File: src/rtl/rs_pkg.sv
// Shared constants and state encoding for the Reed-Solomon segment controller.
package rs_pkg;

  localparam int SEG_BYTES    = 172;
  localparam int PARITY_BYTES = 4;

  typedef enum logic [1:0] {
    ST_IDLE   = 2'd0,
    ST_DATA   = 2'd1,
    ST_PARITY = 2'd2,
    ST_DRAIN  = 2'd3
  } rs_state_e;

endpackage

File: src/rtl/rs_segment_ctrl.sv
// Segment sequencer for the RS syndrome engine: accepts host segment requests,
// counts data and parity bytes, and issues start/endSegment/abort/segDone controls.
module rs_segment_ctrl #(
  parameter int  SEG_BYTES    = rs_pkg::SEG_BYTES,
  localparam int PARITY_BYTES = rs_pkg::PARITY_BYTES
) (
  input  logic       clk,
  input  logic       reset,
  input  logic       segReq,
  input  logic       segMode,
  input  logic       hostAbort,
  input  logic       dataRequest,
  output logic       segAck,
  output logic       start,
  output logic       encoding,
  output logic       endSegment,
  output logic       abort,
  output logic [7:0] byteCnt,
  output logic       busy,
  output logic       segDone,
  output logic       protErr,
  output logic [1:0] state_dbg
);

  import rs_pkg::rs_state_e;
  import rs_pkg::ST_IDLE;
  import rs_pkg::ST_DATA;
  import rs_pkg::ST_PARITY;
  import rs_pkg::ST_DRAIN;

  localparam logic [7:0] LAST_DATA = 8'(SEG_BYTES - 1);
  localparam logic [7:0] LAST_PAR  = 8'(PARITY_BYTES - 1);

  rs_state_e  state_q, state_d;
  logic [7:0] byte_cnt_q, byte_cnt_d;
  logic       encoding_q, encoding_d;
  logic       seg_done_q, seg_done_d;
  logic       prot_err_q, prot_err_d;

  logic       seg_ack_c, start_c, abort_c, end_seg_c, enc_mask_c;
  logic       last_data, last_par;
  logic [7:0] byte_cnt_inc;

  assign last_data    = (byte_cnt_q == LAST_DATA);
  assign last_par     = (byte_cnt_q == LAST_PAR);
  assign byte_cnt_inc = byte_cnt_q + 8'd1;

  // Handshake: segReq is a level request held by the host until segAck, which
  // pulses for exactly the cycle the request is taken; segMode is captured then.
  // segReq is only looked at in IDLE and in the last cycle of a segment.
  always_comb begin
    state_d    = state_q;
    byte_cnt_d = byte_cnt_q;
    encoding_d = encoding_q;
    seg_done_d = 1'b0;
    prot_err_d = prot_err_q;
    seg_ack_c  = 1'b0;
    start_c    = 1'b0;
    abort_c    = 1'b0;
    end_seg_c  = 1'b0;
    enc_mask_c = 1'b0;

    if ((state_q == ST_DATA || state_q == ST_PARITY) && !dataRequest) begin
      prot_err_d = 1'b1;
    end

    case (state_q)
      ST_IDLE: begin
        if (segReq) begin
          seg_ack_c  = 1'b1;
          start_c    = 1'b1;
          encoding_d = segMode;
          byte_cnt_d = 8'd0;
          state_d    = ST_DATA;
        end
      end

      ST_DATA: begin
        end_seg_c = last_data;
        if (hostAbort) begin
          // endSegment with encoding low drops the engine straight to standby.
          abort_c    = 1'b1;
          end_seg_c  = 1'b1;
          enc_mask_c = 1'b1;
          encoding_d = 1'b0;
          byte_cnt_d = 8'd0;
          state_d    = ST_IDLE;
        end else if (dataRequest) begin
          if (!last_data) begin
            byte_cnt_d = byte_cnt_inc;
          end else if (encoding_q) begin
            byte_cnt_d = 8'd0;
            state_d    = ST_PARITY;
          end else begin
            seg_done_d = 1'b1;
            start_c    = segReq;
            byte_cnt_d = 8'd0;
            if (segReq) begin
              seg_ack_c  = 1'b1;
              encoding_d = segMode;
            end else begin
              state_d = ST_IDLE;
            end
          end
        end
      end

      ST_PARITY: begin
        if (hostAbort) begin
          abort_c = 1'b1;
          if (last_par) begin
            byte_cnt_d = 8'd0;
            state_d    = ST_IDLE;
          end else begin
            byte_cnt_d = byte_cnt_inc;
            state_d    = ST_DRAIN;
          end
        end else if (!last_par) begin
          byte_cnt_d = byte_cnt_inc;
        end else begin
          seg_done_d = 1'b1;
          start_c    = segReq;
          byte_cnt_d = 8'd0;
          if (segReq) begin
            seg_ack_c  = 1'b1;
            encoding_d = segMode;
            state_d    = ST_DATA;
          end else begin
            state_d = ST_IDLE;
          end
        end
      end

      ST_DRAIN: begin
        // Engine still shifts out its parity bytes; let it finish without a start.
        if (last_par) begin
          byte_cnt_d = 8'd0;
          state_d    = ST_IDLE;
        end else begin
          byte_cnt_d = byte_cnt_inc;
        end
      end

      default: begin
        byte_cnt_d = 8'd0;
        state_d    = ST_IDLE;
      end
    endcase
  end

  always_ff @(posedge clk or negedge reset) begin
    if (!reset) begin
      state_q    <= ST_IDLE;
      byte_cnt_q <= 8'd0;
      encoding_q <= 1'b0;
      seg_done_q <= 1'b0;
      prot_err_q <= 1'b0;
    end else begin
      state_q    <= state_d;
      byte_cnt_q <= byte_cnt_d;
      encoding_q <= encoding_d;
      seg_done_q <= seg_done_d;
      prot_err_q <= prot_err_d;
    end
  end

  // Same-cycle controls are gated by reset so they drop the moment reset asserts.
  assign segAck     = seg_ack_c & reset;
  assign start      = start_c & reset;
  assign abort      = abort_c & reset;
  assign endSegment = end_seg_c & reset;
  assign encoding   = encoding_q & ~enc_mask_c;
  assign byteCnt    = byte_cnt_q;
  assign busy       = (state_q != ST_IDLE);
  assign segDone    = seg_done_q;
  assign protErr    = prot_err_q;
  assign state_dbg  = state_q;

endmodule

File: config.mk
export PLATFORM = sky130hd
export DESIGN_NAME = rs_segment_ctrl
export DESIGN_NICKNAME = d
export VERILOG_FILES = /design/src/rtl/rs_pkg.sv /design/src/rtl/rs_segment_ctrl.sv
export SDC_FILE = /design/constraint.sdc
export NUM_CORES = 1
export LEC_CHECK = 0
export CAP_MARGIN = 0
export CELL_PAD_IN_SITES_DETAIL_PLACEMENT = 1
export CELL_PAD_IN_SITES_GLOBAL_PLACEMENT = 2
export CORE_UTILIZATION = 25
export DETAILED_ROUTE_END_ITERATION = 8
export PLACE_DENSITY = 0.83
export SLEW_MARGIN = 20
export SYNTH_ARGS = -nofsm -noshare
export SYNTH_HDL_FRONTEND = slang
export SYNTH_SLANG_ARGS = --single-unit
File: constraint.sdc
create_clock -name clk -period 2 [get_ports clk]
set_clock_uncertainty 0.1 [all_clocks]
set_input_delay 0.5 -clock clk [delete_from_list [all_inputs] [get_ports clk]]
set_output_delay 0.5 -clock clk [all_outputs]
set_load 0.01 [all_outputs]
Word level (Yosys, flattened, before mapping)
Index checks and enable logic that the tools add are counted.
{"block": "word_totals", "register_bits": 13, "elab_cells": 90}
{"block": "classes", "bitwise": 6, "muxes": 54, "n_addsub": 1, "reduce_logical": 11, "n_eq_ne": 13}
{"cell": "two-way mux 8 bit", "n": 5}
{"cell": "two-way mux 1 bit", "n": 33}
{"cell": "case mux 8 bit (3 select lines)", "n": 1}
{"cell": "two-way mux 2 bit", "n": 10}
{"cell": "inequality test 3 bit, second input constant", "n": 3}
{"cell": "case mux 1 bit (3 select lines)", "n": 3}
{"cell": "adder 8 x 1 -> 8 bit, second input constant", "n": 1}
{"cell": "== test 8 x 2 -> 1 bit, second input constant", "n": 1}
{"cell": "== test 8 bit, second input constant", "n": 1}
{"cell": "inequality test 2 bit, second input constant", "n": 4}
{"cell": "case mux 2 bit (4 select lines)", "n": 1}
{"cell": "AND reduction 6 bit", "n": 1}
{"cell": "AND 1 bit", "n": 5}
{"cell": "AND reduction 5 bit", "n": 1}
{"cell": "== test 2 bit, second input constant", "n": 2}
{"cell": "inequality test 4 bit, second input constant", "n": 1}
{"cell": "OR reduction 2 bit", "n": 2}
{"cell": "nonzero test 3 bit", "n": 1}
{"cell": "== test 2 x 1 -> 1 bit, second input constant", "n": 1}
{"cell": "zero test 2 bit", "n": 1}
{"cell": "case mux 1 bit (2 select lines)", "n": 1}
{"cell": "AND reduction 2 bit", "n": 1}
{"cell": "nonzero test 2 bit", "n": 1}
{"cell": "logical AND 1 bit", "n": 1}
{"cell": "other kinds (3)", "n": 3}

Logic depth before layout (Yosys ltp)
{"block": "depth", "word_depth": 7, "ltp_mapped": 7}

Least setup slack after synthesis
Ideal clock, no wire load.
{"block": "synth_path", "path_kind": "flip-flop to output port", "start": "register byte_cnt_q[0] (netlist: byteCnt[0])", "end": "output port start", "t_arrival_ns": 1.895, "setup_slack_ns": -0.495, "stages_incl_launch_ff": 7, "path_buffers": 1, "path_cell_list": "dfrtp_1 > ha_1 > or4b_4 > nor2_1 > nand2_1 > a211oi_1 > buf_4"}
{"block": "synth_via", "elab_chain_len": 6}
{"element": "start: declaration", "line_no": "rs_segment_ctrl.sv:35", "rtl": "logic [7:0] byte_cnt_q, byte_cnt_d;"}
{"element": "start signal: assignment", "line_no": "rs_segment_ctrl.sv:160", "rtl": "byte_cnt_q <= byte_cnt_d;"}
{"element": "== test 8 bit", "line_no": "rs_segment_ctrl.sv:44", "rtl": "assign last_data = (byte_cnt_q == LAST_DATA);"}
{"element": "two-way mux 1 bit", "line_no": "rs_segment_ctrl.sv:89", "rtl": "if (!last_data) begin"}
{"element": "two-way mux 1 bit", "line_no": "rs_segment_ctrl.sv:88", "rtl": "end else if (dataRequest) begin"}
{"element": "two-way mux 1 bit", "line_no": "rs_segment_ctrl.sv:80", "rtl": "if (hostAbort) begin"}
{"element": "case mux 1 bit (3 select lines) *", "line_no": "rs_segment_ctrl.sv:67", "rtl": "case (state_q)"}
{"element": "AND 1 bit *", "line_no": "rs_segment_ctrl.sv:169", "rtl": "assign start = start_c & reset;"}
{"element": "end: declaration", "line_no": "rs_segment_ctrl.sv:14", "rtl": "output logic start,"}
Every way passes the cells marked *; elsewhere a longest branch is shown, timed or not.

Worst setup path after layout
{"block": "layout_path", "start": "register byte_cnt_q[1] (netlist: byteCnt[1])", "end": "output port start"}
The elaborated chain is that of the path after synthesis.

==> impl_metrics.csv <==
group,metric,value,unit
run_status,status,"finished with violations",
run_status,violations,"setup timing",
synthesis,netlist_instances,103,
synthesis,synth_compound_area_share,24.0,%
critical_path,r2r-start,"byteCnt[1]",
clocking,clkTransAtPathRegs,0.06,ns
synthesis,synth_top_family_by_area,"compound AO/OA/AOI/OAI gates",
floorplanning,core,3440,um^2
global_route,grt_pass1_wl,5.97,mm
synthesis,netlist.area_leader.share,35.3,%
finish,drive_gt1_share,45.1,%
placed_design,hpwl,2.62,mm
clocking,cts-htree-levels,1,
placed_design,numPortBuffers,23,
clocking,cts_buffers,3,
global_route,grt_antenna_before_repair,0,
sta,fin_crit,2.45,ns
sta,worst_pin_slew,0.356,ns
power,max-vdd-ir-drop,0.000399,V
power,finalPower,1.88,mW
route,drc,0,
route,drtIter0Drc,24,
floorplanning,die_h,62.7,um
finish,final_util,48.1,%
critical_path,cp_max_fo,2,
sta,setup_violations,14,
synthesis,synthAdderAreaFrac,8.14,%
synthesis,netlist_area,922,um^2
sta,timing.final.crit_share,123,%
placed_design,dpl.cell_count,207,
global_route,grt_max_degree,12,
clocking,hold_buffers,0,
placed_design,dpl-instance-area,1480,um^2
route,ant_nets,0,
power,leakagePower,0.807,nW
floorplanning,die_area,3940,um^2
placed_design,dp_slack,-0.701,ns
route,routedWlPerCell,16.4,um
floorplanning,row_count,21,
finish,final_cell_mix,"buf_4, dfrtp_1, clkdlybuf4s50_1",
sta,hold_viol,0,
finish,synthToLayoutAreaGrowth,79.4,%
synthesis,ys_types,36,
route,firstDrtPassIters,4,
route,vias,1118,
sta,finalSetupTns,-3.87,ns
synthesis,synth_top_cells_by_area,"dfrtp_1, ha_1, o21ai_0, nand2_1, nor2_1",
synthesis,syn-num-nets,115,
global_route,grt_pass1_vias,1274,
synthesis,ys_seq_area_share,35.3,%
clocking,clock_path_buffers,2,
critical_path,cp-end-kind,"output pin",
clocking,cts-root-buf,"clkbuf_8",
global_route,grt.total_usage,20.2,%
sta,max_freq,408,MHz
critical_path,reg2regPathDepth,9,
route,viasPerCell,5.06,
sta,layout_setup_ws,-0.451,ns
power,power_density,1140,nW/um^2
synthesis,synth-seq-cells,13,
finish,layout_commonest_cell,"buf_4",
sta,slew_headroom,76.0,%
finish,nets,188,
synthesis,yosys_warnings,0,
global_route,grt-ovfl-total,0,
critical_path,required,1.40,ns
synthesis,synthSimpleGateAreaFrac,22.4,%
synthesis,postSynth.asyncResetShare,100,%
floorplanning,pin_count,24,
floorplanning,die_w,62.7,um
synthesis,avgSynthCellArea,8.95,um^2
critical_path,cp_data_arrival_time,1.85,ns
finish,fin_area,1650,um^2
synthesis,synth_top_area_cell,"dfrtp_1",
clocking,cts_sinks,13,
finish,final_cells,221,
sta,hold_slack,0.318,ns
floorplanning,start_util,26.8,%
critical_path,startpoint,"byteCnt[1]",
route,routed_wl,3.62,mm
critical_path,startpoint_type,"flip-flop",
flow_run,cap_violations,0,
synthesis,synthXorXnorAreaFrac,0,%
sta,rsz0062_at_grt,"true",
finish,nFillCells,422,
synthesis,synth_edf_count,0,
placed_design,gp_congestion,0.823,
critical_path,crit_type,"flip-flop to output pin",
synthesis,synth_flop_cell,"dfrtp_1",
finish,n_antenna_cell,0,
synthesis,synthMuxAreaShare,5.70,%
clocking,cts_tree,"done",
clocking,clk_latency,0.25,ns
min_path,hold_class,"primary input to async pin",
sta,report.final.slew_viol_count,0,
[flip-flops by register name, summed over array words and instances, names as in the netlist]
signal,flops
byteCnt,8
state_dbg,2
encoding_q,1
protErr,1
segDone,1
[cells in the mapped netlist (2+ instances only)]
master and instances:
inv_1 7, dfrtp_1 13, nand3b_1 2, ha_1 6
a21oi_1 2, nand3_1 3, o21ai_0 11, a22o_1 3
nor2_1 9, buf_4 2, nor2b_1 3, a211oi_1 2
and3_1 4, mux2i_1 3, o22ai_1 4, nand2_1 9
[worst paths after layout]
| path | end | slack [ns] |
|---|---|---|
| worst max-delay path | start | -0.45 |
| worst min-delay path | state_dbg[1] | 0.32 |
| worst max register to register | byteCnt[4] | -0.30 |
| worst min register to register | protErr | 0.38 |
| max in group asynchronous | segDone | 1.35 |
| min in group clk | protErr | 0.38 |
[layer usage]
layer  track usage, %  vias to the layer above  routed length (um)
li1                 -                      518                   -
met1             19.6                      542                1390
met2             37.0                       37                1870
met3             3.83                       21                 114
met4             16.0                        0                 240
met5                0                        -                   0
[logic make-up after synthesis]
| kind of cell | Yosys count |
|---|---|
| buffers and inverters | 9 |
| AO/OA/AOI/OAI | 32 |
| flip-flops | 13 |
| adder cells (fa/ha/maj) | 6 |
| AND/OR/NAND/NOR | 38 |
| multiplexers | 5 |
[critical path, stage by stage, from the launching register on]
cell	delay, ns
dfrtp_1	0.36
ha_2	0.18
or4b_4	0.49
nor2_4	0.11
nand2_2	0.07
a211oi_2	0.22
buf_2	0.18
[power by group]
group / internal, mW / total (mW) / switching [mW]
combinational: 0.680 / 1.29 / 0.612
sequential: 0.307 / 0.342 / 0.0341
clock: 0.141 / 0.246 / 0.105
[what timing repair did]
action / in CTS / in global routing
resized for setup: 41 / 13
setup endpoints to repair: 16 / 17
pin swaps: 5 / 5
buffers inserted: 7 / 4
[layout make-up]
class,count,area [um^2],area share (%)
flip-flops and latches,13,325,19.7
well taps,46,57.6,3.48
inverters,7,26.3,1.59
multi-input cells,81,623,37.7
repair buffers,70,577,34.9
clock buffers,4,45.0,2.72
Power figures use the tool's default switching activity.
